## config.mk

```make
export PLATFORM = sky130hd
export DESIGN_NAME = clock_set_ctrl
export DESIGN_NICKNAME = d
export VERILOG_FILES = /design/src/rtl/clock_pkg.sv /design/src/rtl/tick_gen.sv /design/src/rtl/clock_set_ctrl.sv
export SDC_FILE = /design/constraint.sdc
export NUM_CORES = 1
export LEC_CHECK = 0
export ABC_AREA = 1
export BUFFER_PORTS_ARGS = -buffer_cell sky130_fd_sc_hd__buf_2
export CORE_MARGIN = 2
export CORE_UTILIZATION = 35
export CTS_CLUSTER_DIAMETER = 40
export DETAILED_ROUTE_END_ITERATION = 12
export GPL_TIMING_DRIVEN = 0
export PLACE_DENSITY = 0.59
export SETUP_SLACK_MARGIN = 0.1
export SLEW_MARGIN = 20
export SYNTH_ARGS = -nofsm -noshare
export SYNTH_HDL_FRONTEND = slang
export SYNTH_HIERARCHICAL = 1
export SYNTH_SLANG_ARGS = --single-unit
```

## constraint.sdc

```tcl
create_clock -name clk -period 4.7 [get_ports clk]
set_clock_uncertainty 0.15 [all_clocks]
set_input_delay 0.94 -clock clk [delete_from_list [all_inputs] [get_ports clk]]
set_output_delay 0.94 -clock clk [all_outputs]
set_load 0.02 [all_outputs]
```

## src/rtl/clock_pkg.sv

```systemverilog
// Shared types, field widths and calendar helpers for the clock-setting controller.
package clock_pkg;

  localparam int unsigned MIN_W   = 6;
  localparam int unsigned HOUR_W  = 5;
  localparam int unsigned DAY_W   = 5;
  localparam int unsigned MONTH_W = 4;
  localparam int unsigned YEAR_W  = 14;
  localparam int unsigned SEL_W   = 3;

  localparam int unsigned YEAR_MAX  = 9999;
  localparam int unsigned MONTH_MAX = 12;
  localparam int unsigned HOUR_MAX  = 23;
  localparam int unsigned MIN_MAX   = 59;

  typedef enum logic [SEL_W-1:0] {
    RUN     = 3'd0,
    S_YEAR  = 3'd1,
    S_MONTH = 3'd2,
    S_DAY   = 3'd3,
    S_HOUR  = 3'd4,
    S_MIN   = 3'd5
  } state_t;

  typedef struct packed {
    logic [YEAR_W-1:0]  year;
    logic [MONTH_W-1:0] month;
    logic [DAY_W-1:0]   day;
    logic [HOUR_W-1:0]  hour;
    logic [MIN_W-1:0]   minute;
  } datetime_t;

  localparam datetime_t SHADOW_RST = '{
    year:   YEAR_W'(2024),
    month:  MONTH_W'(1),
    day:    DAY_W'(1),
    hour:   HOUR_W'(0),
    minute: MIN_W'(0)
  };

  // Gregorian month length; century years are leap only when divisible by 400.
  function automatic logic [DAY_W-1:0] days_in_month(input logic [MONTH_W-1:0] month,
                                                      input logic [YEAR_W-1:0]  year);
    logic leap;
    leap = ((year % YEAR_W'(400)) == YEAR_W'(0)) ||
           (((year % YEAR_W'(4)) == YEAR_W'(0)) && ((year % YEAR_W'(100)) != YEAR_W'(0)));
    case (month)
      MONTH_W'(2):  days_in_month = leap ? DAY_W'(29) : DAY_W'(28);
      MONTH_W'(4),
      MONTH_W'(6),
      MONTH_W'(9),
      MONTH_W'(11): days_in_month = DAY_W'(30);
      default:      days_in_month = DAY_W'(31);
    endcase
  endfunction

endpackage

```

## src/rtl/tick_gen.sv

```systemverilog
// 1 Hz prescaler and blink-phase divider; both enables describe the coming cycle.
module tick_gen #(
  parameter int unsigned CLK_HZ = 50_000_000
) (
  input  logic clk,
  input  logic rst,
  input  logic run_en,
  input  logic set_en,
  output logic tick,
  output logic blink
);

  localparam int unsigned CNT_W  = (CLK_HZ > 1) ? $clog2(CLK_HZ) : 1;
  localparam int unsigned HALF   = ((CLK_HZ / 2) > 0) ? (CLK_HZ / 2) : 1;
  localparam int unsigned HALF_W = (HALF > 1) ? $clog2(HALF) : 1;
  localparam logic [CNT_W-1:0]  CNT_LAST  = CNT_W'(CLK_HZ - 1);
  localparam logic [HALF_W-1:0] HALF_LAST = HALF_W'(HALF - 1);

  logic [CNT_W-1:0]  cnt;
  logic [CNT_W-1:0]  cnt_d;
  logic              run_q;
  logic [HALF_W-1:0] hcnt;
  logic              set_q;

  // The first enabled cycle after a disabled one holds the count at 0.
  always_comb begin
    cnt_d = '0;
    if (run_en && run_q) begin
      cnt_d = (cnt == CNT_LAST) ? '0 : cnt + CNT_W'(1);
    end
  end

  always_ff @(posedge clk) begin
    if (rst) begin
      cnt   <= '0;
      run_q <= 1'b1;
      tick  <= 1'b0;
    end else begin
      cnt   <= cnt_d;
      run_q <= run_en;
      tick  <= run_en && (cnt_d == CNT_LAST);
    end
  end

  // Blink restarts high whenever editing begins, then toggles every half period.
  always_ff @(posedge clk) begin
    if (rst) begin
      hcnt  <= '0;
      set_q <= 1'b0;
      blink <= 1'b0;
    end else if (!set_en) begin
      hcnt  <= '0;
      set_q <= 1'b0;
      blink <= 1'b0;
    end else if (!set_q) begin
      hcnt  <= '0;
      set_q <= 1'b1;
      blink <= 1'b1;
    end else if (hcnt == HALF_LAST) begin
      hcnt  <= '0;
      blink <= ~blink;
    end else begin
      hcnt  <= hcnt + HALF_W'(1);
    end
  end

endmodule

```

## src/rtl/clock_set_ctrl.sv

```systemverilog
// Button-driven date/time setting FSM with shadow registers, load pulse and 1 Hz tick.
module clock_set_ctrl
  import clock_pkg::*;
#(
  parameter int unsigned CLK_HZ = 50_000_000
) (
  input  logic               clk,
  input  logic               rst,
  input  logic               mode_btn,
  input  logic               inc_btn,
  input  logic [MIN_W-1:0]   cur_min,
  input  logic [HOUR_W-1:0]  cur_hour,
  input  logic [DAY_W-1:0]   cur_day,
  input  logic [MONTH_W-1:0] cur_month,
  input  logic [YEAR_W-1:0]  cur_year,
  output logic               tick,
  output logic               load,
  output logic [MIN_W-1:0]   set_min,
  output logic [HOUR_W-1:0]  set_hour,
  output logic [DAY_W-1:0]   set_day,
  output logic [MONTH_W-1:0] set_month,
  output logic [YEAR_W-1:0]  set_year,
  output logic [SEL_W-1:0]   sel_field,
  output logic               blink
);

  state_t           state;
  state_t           state_d;
  datetime_t        shadow;
  datetime_t        shadow_d;
  logic             load_d;
  logic             mode_q;
  logic             inc_q;
  logic             mode_ev;
  logic             inc_ev;
  logic [DAY_W-1:0] dim_c;

  // Copies reset high so a button held through reset does not fire.
  always_ff @(posedge clk) begin
    if (rst) begin
      mode_q <= 1'b1;
      inc_q  <= 1'b1;
    end else begin
      mode_q <= mode_btn;
      inc_q  <= inc_btn;
    end
  end

  assign mode_ev = mode_btn & ~mode_q;
  assign inc_ev  = inc_btn & ~inc_q & ~mode_ev;
  assign dim_c   = days_in_month(shadow.month, shadow.year);

  always_ff @(posedge clk) begin
    if (rst) begin
      state  <= RUN;
      shadow <= SHADOW_RST;
      load   <= 1'b0;
    end else begin
      state  <= state_d;
      shadow <= shadow_d;
      load   <= load_d;
    end
  end

  always_comb begin
    state_d = state;
    if (mode_ev) begin
      case (state)
        RUN:     state_d = S_YEAR;
        S_YEAR:  state_d = S_MONTH;
        S_MONTH: state_d = S_DAY;
        S_DAY:   state_d = S_HOUR;
        S_HOUR:  state_d = S_MIN;
        S_MIN:   state_d = RUN;
        default: state_d = RUN;
      endcase
    end
  end

  // Shadow edits and load request; each field wraps to its own minimum.
  always_comb begin
    shadow_d = shadow;
    load_d   = 1'b0;
    case (state)
      RUN: begin
        if (mode_ev) begin
          shadow_d = '{year: cur_year, month: cur_month, day: cur_day,
                       hour: cur_hour, minute: cur_min};
        end
      end
      S_YEAR: begin
        if (inc_ev) begin
          shadow_d.year = (shadow.year >= YEAR_W'(YEAR_MAX)) ? '0 : shadow.year + YEAR_W'(1);
        end
      end
      S_MONTH: begin
        if (mode_ev) begin
          if (shadow.day > dim_c) shadow_d.day = dim_c;
        end else if (inc_ev) begin
          shadow_d.month = (shadow.month >= MONTH_W'(MONTH_MAX)) ? MONTH_W'(1)
                                                                 : shadow.month + MONTH_W'(1);
        end
      end
      S_DAY: begin
        if (inc_ev) begin
          shadow_d.day = (shadow.day >= dim_c) ? DAY_W'(1) : shadow.day + DAY_W'(1);
        end
      end
      S_HOUR: begin
        if (inc_ev) begin
          shadow_d.hour = (shadow.hour >= HOUR_W'(HOUR_MAX)) ? '0 : shadow.hour + HOUR_W'(1);
        end
      end
      S_MIN: begin
        if (mode_ev) begin
          load_d = 1'b1;
        end else if (inc_ev) begin
          shadow_d.minute = (shadow.minute >= MIN_W'(MIN_MAX)) ? '0
                                                               : shadow.minute + MIN_W'(1);
        end
      end
      default: ;
    endcase
  end

  // Prescaler pauses through editing and the load cycle so the next second is full length.
  tick_gen #(
    .CLK_HZ (CLK_HZ)
  ) u_tick_gen (
    .clk    (clk),
    .rst    (rst),
    .run_en ((state_d == RUN) && !load_d),
    .set_en (state_d != RUN),
    .tick   (tick),
    .blink  (blink)
  );

  assign sel_field = SEL_W'(state);
  assign set_year  = shadow.year;
  assign set_month = shadow.month;
  assign set_day   = shadow.day;
  assign set_hour  = shadow.hour;
  assign set_min   = shadow.minute;

endmodule
```

After elaboration in Yosys (flattened, before gate mapping)
Index checks and enable logic that the tools add are counted.

word-level totals
  bits in registers = 95
  input bits = 38
  output and inout bits = 40

cells by class
  $add $sub $neg = 7
  div/mod/pow operators = 2
  $lt $le $gt $ge = 6
  equality and inequality tests = 24
  muxes and demuxes = 31
  bitwise logic cells = 9
  reduce and logical (&&, ||, !) cells = 25

operators with widths
  operator                                         number
  == test 26 bit (second input constant)           2
  2-to-1 mux 26 bit                                2
  2-to-1 mux 34 bit                                1
  2-to-1 mux 5 bit                                 6
  zero test 14 bit                                 2
  2-to-1 mux 14 bit                                2
  case mux 14 bit (2 select lines)                 1
  adder 26 x 1 -> 26 bit (second input constant)   1
  adder 25 x 1 -> 25 bit (second input constant)   1
  == test 25 bit (second input constant)           1
  inequality test 2 bit (second input constant)    11
  2-to-1 mux 6 bit                                 3
  case mux 3 bit (5 select lines)                  1
  case mux 5 bit (3 select lines)                  1
  adder 14 x 1 -> 14 bit (second input constant)   1
  >= comparator 14 bit (second input constant)     1
  modulo 14 x 7 -> 14 bit (second input constant)  1
  modulo 14 x 9 -> 14 bit (second input constant)  1
  nonzero test 14 bit                              1
  2-to-1 mux 4 bit                                 3
  case mux 6 bit (2 select lines)                  1
  adder 5 x 1 -> 5 bit (second input constant)     2
  case mux 5 bit (2 select lines)                  1
  == test 4 x 3 -> 1 bit (second input constant)   2
  other kinds (29)                                 55

Depth between registers and ports, before layout
Gate-level depths: netlist (run 1).

  depth after elaboration = 10
  mapped depth = 49
  gate-level depth less buffers = 49

Modules after synthesis
The synthesis (run 1) kept the hierarchy.

by module, submodules not included
  module          instances  cells each  area an instance (um^2)
  clock_set_ctrl  1          586         3734.8
  tick_gen        1          444         2991.6

Worst setup path before layout (run 1)
No wires, ideal clock.

  path type = flip-flop to flip-flop
  start = reg shadow (netlist bit set_year[12])
  end = reg shadow (netlist bit set_day[1])
  setup time = 0.081 ns
  arrival time = 4.544 ns
  data required time = 4.469 ns
  path slack = -0.075 ns
  stages on the path, launching flop included = 41
  buffers on the path = 0
  cells stage by stage = dfxtp_1 inv_1 o21ai_2 nand3_2 nand2_4 nand3_2 nand2_4 nand3_4 nand2_4 nand2_4 nand2_2 nand4_4 nand2_4 nand2_4 nand2_2 nand2_2 nor2_4 nand2_4 [... 5 more ...] nand2_4 nand2_2 nand2_4 nor2_4 nand2_4 nand2_4 nand2_1 nand2_2 o21ai_1 nand3_1 nand2_1 a21boi_0 ha_1 nand2_1 nand3_1 a211oi_2 o21ai_0 a41oi_1

between the ends
  longest elaborated chain between the ends = 10
  elaborated cells between the ends (all ways) = 15

RTL lines
  element                              line                   source
  from (decl)                          clock_set_ctrl.sv:29   datetime_t shadow;
  from (signal assigned)               clock_set_ctrl.sv:60   shadow <= shadow_d;
  modulo 14 x 7 -> 14 bit              clock_pkg.sv:46        (((year % YEAR_W'(4)) == YEAR_W'(0)) && ((year % YEAR_W'(100)) != YEAR_W'(0)));
  nonzero test 14 bit                  clock_pkg.sv:46
  logical AND 1 bit                    clock_pkg.sv:46
  logical OR 1 bit (*)                 clock_pkg.sv:45        leap = ((year % YEAR_W'(400)) == YEAR_W'(0)) ||
  2-to-1 mux 1 bit (*)                 clock_pkg.sv:48        MONTH_W'(2): days_in_month = leap ? DAY_W'(29) : DAY_W'(28);
  case mux 2 bit (2 select lines) (*)  clock_pkg.sv:47        case (month)
  >= comparator 5 bit                  clock_set_ctrl.sv:106  shadow_d.day = (shadow.day >= dim_c) ? DAY_W'(1) : shadow.day + DAY_W'(1);
  2-to-1 mux 5 bit                     clock_set_ctrl.sv:106
  2-to-1 mux 5 bit                     clock_set_ctrl.sv:105  if (inc_ev) begin
  case mux 5 bit (3 select lines)      clock_set_ctrl.sv:84   case (state)

Mark *: on every way between the ends. The rest lies on a longest branch, timed or not. The select of a mux whose other input is x is not followed.
A chain may end at the register's enable or synchronous reset.

Worst setup path in the final report (run 1)
  start = reg shadow (netlist bit set_year[12])
  end = reg shadow (netlist bit set_day[0])

The elaborated chain is that of the path after synthesis.

==> run_results.csv, run 1 <==
group,metric,value,unit
setup_path,arrival,4.85,ns
setup_path,crit_buf_inv,3,
yosys,synthXorXnorAreaFrac,4.04,%
status,outcome,"finished with violations",
clock_network,ctsHtreeMaxLevel,3,
die,dieArea,0.0203,sq mm
clock_network,cts_tree,"done",
grt,grt-busiest-layer,"met2",
place,dp_hpwl,13200,um
timing,rsz0062_at_grt,"yes",
timing,fin_crit,4.76,ns
final_layout,multiInputGateArea,0.00451,sq mm
timing,fin_ws,-0.0621,ns
die,start_util,35.8,%
setup_path,path_class,"reg -> reg",
yosys,synth_flop_cell,"dfxtp_1",
clock_network,cts_inserted_buffers,9,
die,num_rows,50,
die,die_w,143,um
setup_path,crit_slowest_cell,"dfxtp_4",
final_layout,drive_gt1_share,24.5,%
setup_path,cpPeakStageDelay,0.39,ns
yosys,synth.avg_cell_area,6.53,sq um
grt,grt.met3_usage,1.98,%
status,violations,"negative setup slack",
yosys,synth-simple-area-share,43.3,%
yosys,synth_top_family_by_area,"simple AND/OR/NAND/NOR gates",
timing,worstMarginPinSlew,0.838,ns
yosys,synthMuxAreaShare,0,%
setup_path,worstPathRequired,4.79,ns
hold_path,hp-class,"reg -> reg",
place,gp_congestion,0.870,
grt,use_met2,29.4,%
drt,drt_wl_total,17700,um
power_and_ir_drop,leakagePower,3.64,nW
power_and_ir_drop,finalPower,2.63,mW
grt,grtUsageTotal,17.6,%
final_layout,final_cell_count_no_fill,1392,
drt,drtIter0Drc,378,
setup_path,critPathTopFamily,"simple AND/OR/NAND/NOR gates",
final_layout,final_cell_mix,"nand2_1, inv_1, nor2_1, dfxtp_1, buf_2",
drt,avgRoutedWirePerCell,12.8,um
grt,overflow,0,
timing,slew_headroom,44.2,%
job,cap_violations,0,
timing,slew_viol_final,0,
yosys,synth-compound-area-share,12.9,%
final_layout,final_common_cell,"nand2_1",
grt,grt_pass1_vias,6447,
yosys,syn_inst,1030,
yosys,synth-edff-count,0,
final_layout,area_growth_syn_to_layout,23.7,%
yosys,seq_area_frac_synth,28.3,%
yosys,synthAdderAreaFrac,2.42,%
die,die_h,143,um
die,io_pins,78,
place,dp_cells,1341,
timing,fin_crit_sh,101,%
final_layout,seqCellArea,0.00192,sq mm
die,core,0.0188,sq mm
yosys,synth_nets,1081,
clock_network,cts.sink_count,95,
drt,ant_nets,0,
place,placement.io_buffers,77,
timing,whs,0.319,ns
clock_network,clk_transition_reported_paths,0.07,ns
timing,setup_viol_count_final,5,
grt,grt_antenna_before_repair,1,
setup_path,timing.critical_path.mode_cell,"nand2_4",
place,pre_cts_slack,-0.430,ns
final_layout,post-route-util,44.3,%
final_layout,nets,1203,
setup_path,crit_path_end_kind,"flop",
yosys,yosysUniqueCellTypes,48,
timing,finalHoldViolCount,0,
yosys,syn_area,0.00673,sq mm
drt,num_vias,6942,
drt,via_per_inst,4.99,
yosys,ys_warn_count,6,
setup_path,cp-start-kind,"flop",
grt,grt_pass1_wl,29700,um
grt,grt_use_met1,23.4,%
timing,max_freq,0.210,GHz
final_layout,fill_cells,1962,
yosys,ys_ff_latch,95,
drt,route.detailed.drc,0,
power_and_ir_drop,ir_drop,0.000213,V
power_and_ir_drop,p_per_area,316,mW/mm^2
grt,grt_max_degree,17,
drt,drtPass1Iterations,5,
yosys,async_flop_share,0,%
setup_path,crit_fanout,6,
clock_network,worst_skew_pair.late_latency,0.35,ns
clock_network,ctsRootBufferMaster,"clkbuf_16",
clock_network,cts_buffer_depth,2,
[layout make-up]
| type | count | share of cell area (%) |
|---|---|---|
| Clock buffer | 10 | 2.75 |
| Multi-Input combinational cell | 775 | 54.2 |
| Sequential cell | 95 | 23.1 |
| Tap cell | 234 | 3.52 |
| Timing Repair Buffer | 111 | 7.91 |
| Inverter | 146 | 6.84 |
| Buffer | 14 | 0.797 |
| Clock inverter | 6 | 0.842 |
| Antenna cell | 1 | 0.0301 |
[routing by layer]
metal | vias to the layer above | part of all wire, %
met5 | - | 0
met4 | 0 | 1.6
met3 | 17 | 4.0
met2 | 146 | 47
met1 | 3152 | 47
li1 | 3627 | -
[final timing paths]
| kind | startpoint | slack [ns] | endpoint | depth (start not counted) |
|---|---|---|---|---|
| setup reg to reg | set_year[12] | -0.06 | set_day[0] | 43 |
| setup / recovery | set_year[12] | -0.06 | set_day[0] | 43 |
| hold reg to reg | u_tick_gen/hcnt[0] | 0.32 | u_tick_gen/hcnt[0] | 1 |
| hold / removal | u_tick_gen/hcnt[0] | 0.32 | u_tick_gen/hcnt[0] | 1 |
[sequential cells by signal (all words and copies together) (netlist names)]
| name | flops |
|---|---|
| u_tick_gen/cnt | 26 |
| u_tick_gen/hcnt | 25 |
| set_year | 14 |
| set_min | 6 |
| set_day | 5 |
| set_hour | 5 |
| set_month | 4 |
| sel_field | 3 |
| inc_q | 1 |
| load | 1 |
| mode_q | 1 |
| u_tick_gen/blink | 1 |
| u_tick_gen/run_q | 1 |
| u_tick_gen/set_q | 1 |
| u_tick_gen/tick | 1 |
[worst register-to-register path, delay by kind of cell (launching register included)]
family / cells / cell delay [ns]
flops: 1 / 0.39
buf+inv: 3 / 0.33
compound gates: 4 / 0.70
fa+ha+maj: 1 / 0.22
simple gates: 35 / 2.87
[kinds of logic (layout without fill, tap and decap cells)]
kind of cell,after synthesis,count (layout)
and+or+nand+nor,583,583
buffers and inverters,160,287
AOI/OAI and AO/OA,148,148
DFF,95,95
xor gates and xnor gates,31,31
adders and majority gates,13,13
other,0,1
[stage by stage]
stage / cell area (sq um) / setup TNS [ns]
floorplan: 6740 / 0
global placement: 7420 / -1.81
detailed placement: 7420 / -2.04
CTS: 8130 / -0.352
global route: 8320 / -2.26
finish: 8320 / -0.270
[power by group]
part | switching [mW] | internal (mW) | total [mW] | leakage (nW)
Sequential | 0.0303 | 0.827 | 0.858 | 0.773
Clock | 0.328 | 0.417 | 0.745 | 0.147
Combinational | 0.639 | 0.390 | 1.03 | 2.72
[cell usage after synthesis, drive strengths merged (4+ instances only)]
cell | instances | area, sq um
a211oi | 4 | 35.0
a21oi | 44 | 220
a221oi | 8 | 70.1
a31oi | 8 | 50.1
buf | 4 | 25.0
clkbuf | 10 | 37.5
dfxtp | 95 | 1900
ha | 13 | 163
inv | 145 | 544
nand2 | 279 | 1260
nand3 | 83 | 500
nand3b | 4 | 30.0
nand4 | 25 | 186
nor2 | 147 | 652
nor3 | 31 | 176
nor3b | 4 | 40.0
nor4 | 8 | 56.3
o211ai | 6 | 50.1
o21ai | 62 | 322
o21bai | 5 | 37.5
xnor2 | 11 | 96.3
xor2 | 20 | 175
[repair_timing]
item	4_1_cts	5_1_grt
hold buffers	0	0
gates resized for setup	59	31
endpoints found under the setup margin	5	5
gates cloned	1	0
pin swaps	23	13
setup buffers	26	7
Power figures use the tool's default switching activity.
==> run 2, diff against run 1 <==
RECOVER_POWER = 25   (was not set)
==> run_results.csv, run 2 (synthesis gave the netlist of run 1 again) <==
group,metric,value,unit
status,outcome,"finished with violations",
status,violations,"negative setup slack",
timing,rsz0062_at_grt,"yes",
drt,route.detailed.drc,0,
clock_network,cts.sink_count,95,
setup_path,arrival,4.85,ns
setup_path,cp-start-kind,"flop",
power_and_ir_drop,p_per_area,317,mW/mm^2
die,die_h,143,um
die,die_w,143,um
clock_network,ctsHtreeMaxLevel,3,
timing,fin_crit,4.76,ns
setup_path,cpPeakStageDelay,0.39,ns
setup_path,worst_r2r_path_depth,42,
timing,finalHoldViolCount,0,
final_layout,final_common_cell,"nand2_1",
final_layout,nets,1203,
setup_path,crit_path_end_kind,"flop",
die,core,0.0188,sq mm
clock_network,cts_tree,"done",
setup_path,r2r_slack,-0.06,ns
clock_network,cts_buffer_depth,2,
grt,grt_pass1_wl,29700,um
final_layout,seqCellArea,0.00192,sq mm
timing,max_freq,0.210,GHz
drt,drtPass1Iterations,5,
drt,num_vias,6912,
timing,fin_crit_sh,101,%
final_layout,final_cell_mix,"nand2_1, inv_1, nor2_1, dfxtp_1, nand3_1",
die,io_pins,78,
setup_path,timing.critical_path.mode_cell,"nand2_4",
clock_network,cts_inserted_buffers,9,
grt,grt_max_degree,17,
setup_path,r2r-end,"set_day[0]",
drt,drt_wl_total,17700,um
drt,via_per_inst,4.97,
clock_network,ctsRootBufferMaster,"clkbuf_16",
place,placed_area,0.00742,sq mm
die,dieArea,0.0203,sq mm
setup_path,path_class,"reg -> reg",
drt,ant_nets,0,
place,placement.io_buffers,77,
power_and_ir_drop,ir_drop,0.000212,V
hold_path,hp-class,"reg -> reg",
setup_path,critPathTopFamily,"simple AND/OR/NAND/NOR gates",
final_layout,fill_cells,1977,
hold_path,holdPathStages,1,
job,cap_violations,0,
final_layout,multiInputGateArea,0.00451,sq mm
clock_network,worst_skew_pair.late_latency,0.35,ns
setup_path,crit_slowest_cell,"dfxtp_4",
final_layout,area_growth_syn_to_layout,23.2,%
final_layout,max_flop_register,"u_tick_gen/cnt",
place,gp_congestion,0.870,
drt,drtIter0Drc,301,
place,dp_hpwl,13200,um
timing,slew_headroom,43.9,%
grt,grt_antenna_before_repair,1,
die,num_rows,50,
grt,grt_pass1_vias,6447,
die,start_util,35.8,%
grt,overflow,0,
timing,fin_ws,-0.0642,ns
clock_network,clk_transition_reported_paths,0.07,ns
final_layout,drive_gt1_share,22.1,%
final_layout,post-route-cell-area,0.00829,sq mm
hold_path,hold_start,"u_tick_gen/hcnt[0]",
setup_path,crit_fanout,6,
timing,worstMarginPinSlew,0.842,ns
drt,avgRoutedWirePerCell,12.7,um
hold_path,min_delay_worst_endpoint,"u_tick_gen/hcnt[0]",
final_layout,largest_reg_flops,26,
setup_path,crit_buf_inv,3,
timing,setup_viol_count_final,5,
setup_path,worstPathRequired,4.79,ns
grt,grtUsageTotal,17.6,%
place,pre_cts_slack,-0.430,ns
power_and_ir_drop,leakagePower,3.53,nW
timing,slew_viol_final,0,
setup_path,timing.rr.start,"set_year[12]",
## run 2: changes by cell type in the layout (fill, tap and decap cells not counted)
| cell | change |
|---|---|
| buf_2 | -28 |
| clkbuf_1 | +28 |
## run 2: per-stage QoR
stage          hold WS (ns)  setup TNS (ns)  std cells  total power, mW  util (%)
2_1_floorplan         0.279               0       1030             1.54         -
6_report              0.319          -0.284       1392             2.63      44.2
5_1_grt               0.338           -2.26       1392             2.80      44.2
3_5_place_dp          0.307           -2.04       1341             1.69      39.5
4_1_cts               0.324          -0.352       1384             2.60      43.3
3_3_place_gp          0.295           -1.81       1341             1.69      39.5
## run 2: cell type report
class | instances | area share, %
multi-input combinational | 775 | 54.5
sequential | 95 | 23.2
timing repair buffer | 111 | 7.52
inverter | 146 | 6.87
tap | 234 | 3.53
clock buffer | 10 | 2.76
clock inverter | 6 | 0.846
buffer | 14 | 0.800
antenna | 1 | 0.0302
## run 2: timing repair
item,4_1_cts,5_1_grt
hold buffers,0,0
resized for setup,59,31
gates cloned,1,0
hold endpoints to repair,0,0
buffers inserted,26,7
pin swaps,23,13
setup endpoints to repair,5,5
## run 2: per-layer routing
metal / vias up / track usage, % / share of wire (%)
met5: - / 0 / 0
met4: 0 / 6.83 / 1.8
met3: 19 / 1.98 / 3.6
met2: 134 / 29.4 / 47
met1: 3134 / 23.4 / 48
li1: 3625 / - / -
## run 2: worst max-delay path by stage
stage | start | endpoint | slack, ns | cells past startpoint
after floorplan | set_year[12] | set_day[1] | 0.12 | 40
after global placement | set_year[12] | set_day[1] | -0.39 | 40
after detailed placement | set_year[12] | set_day[1] | -0.43 | 40
after CTS | set_year[12] | set_day[1] | -0.08 | 44
after global routing | set_year[10] | set_day[1] | -0.47 | 42
final | set_year[12] | set_day[0] | -0.06 | 42
## run 2: power breakdown
part | switching, mW | internal [mW]
sequential | 0.0307 | 0.827
clock | 0.328 | 0.417
combinational | 0.638 | 0.386
total | 0.997 | 1.63
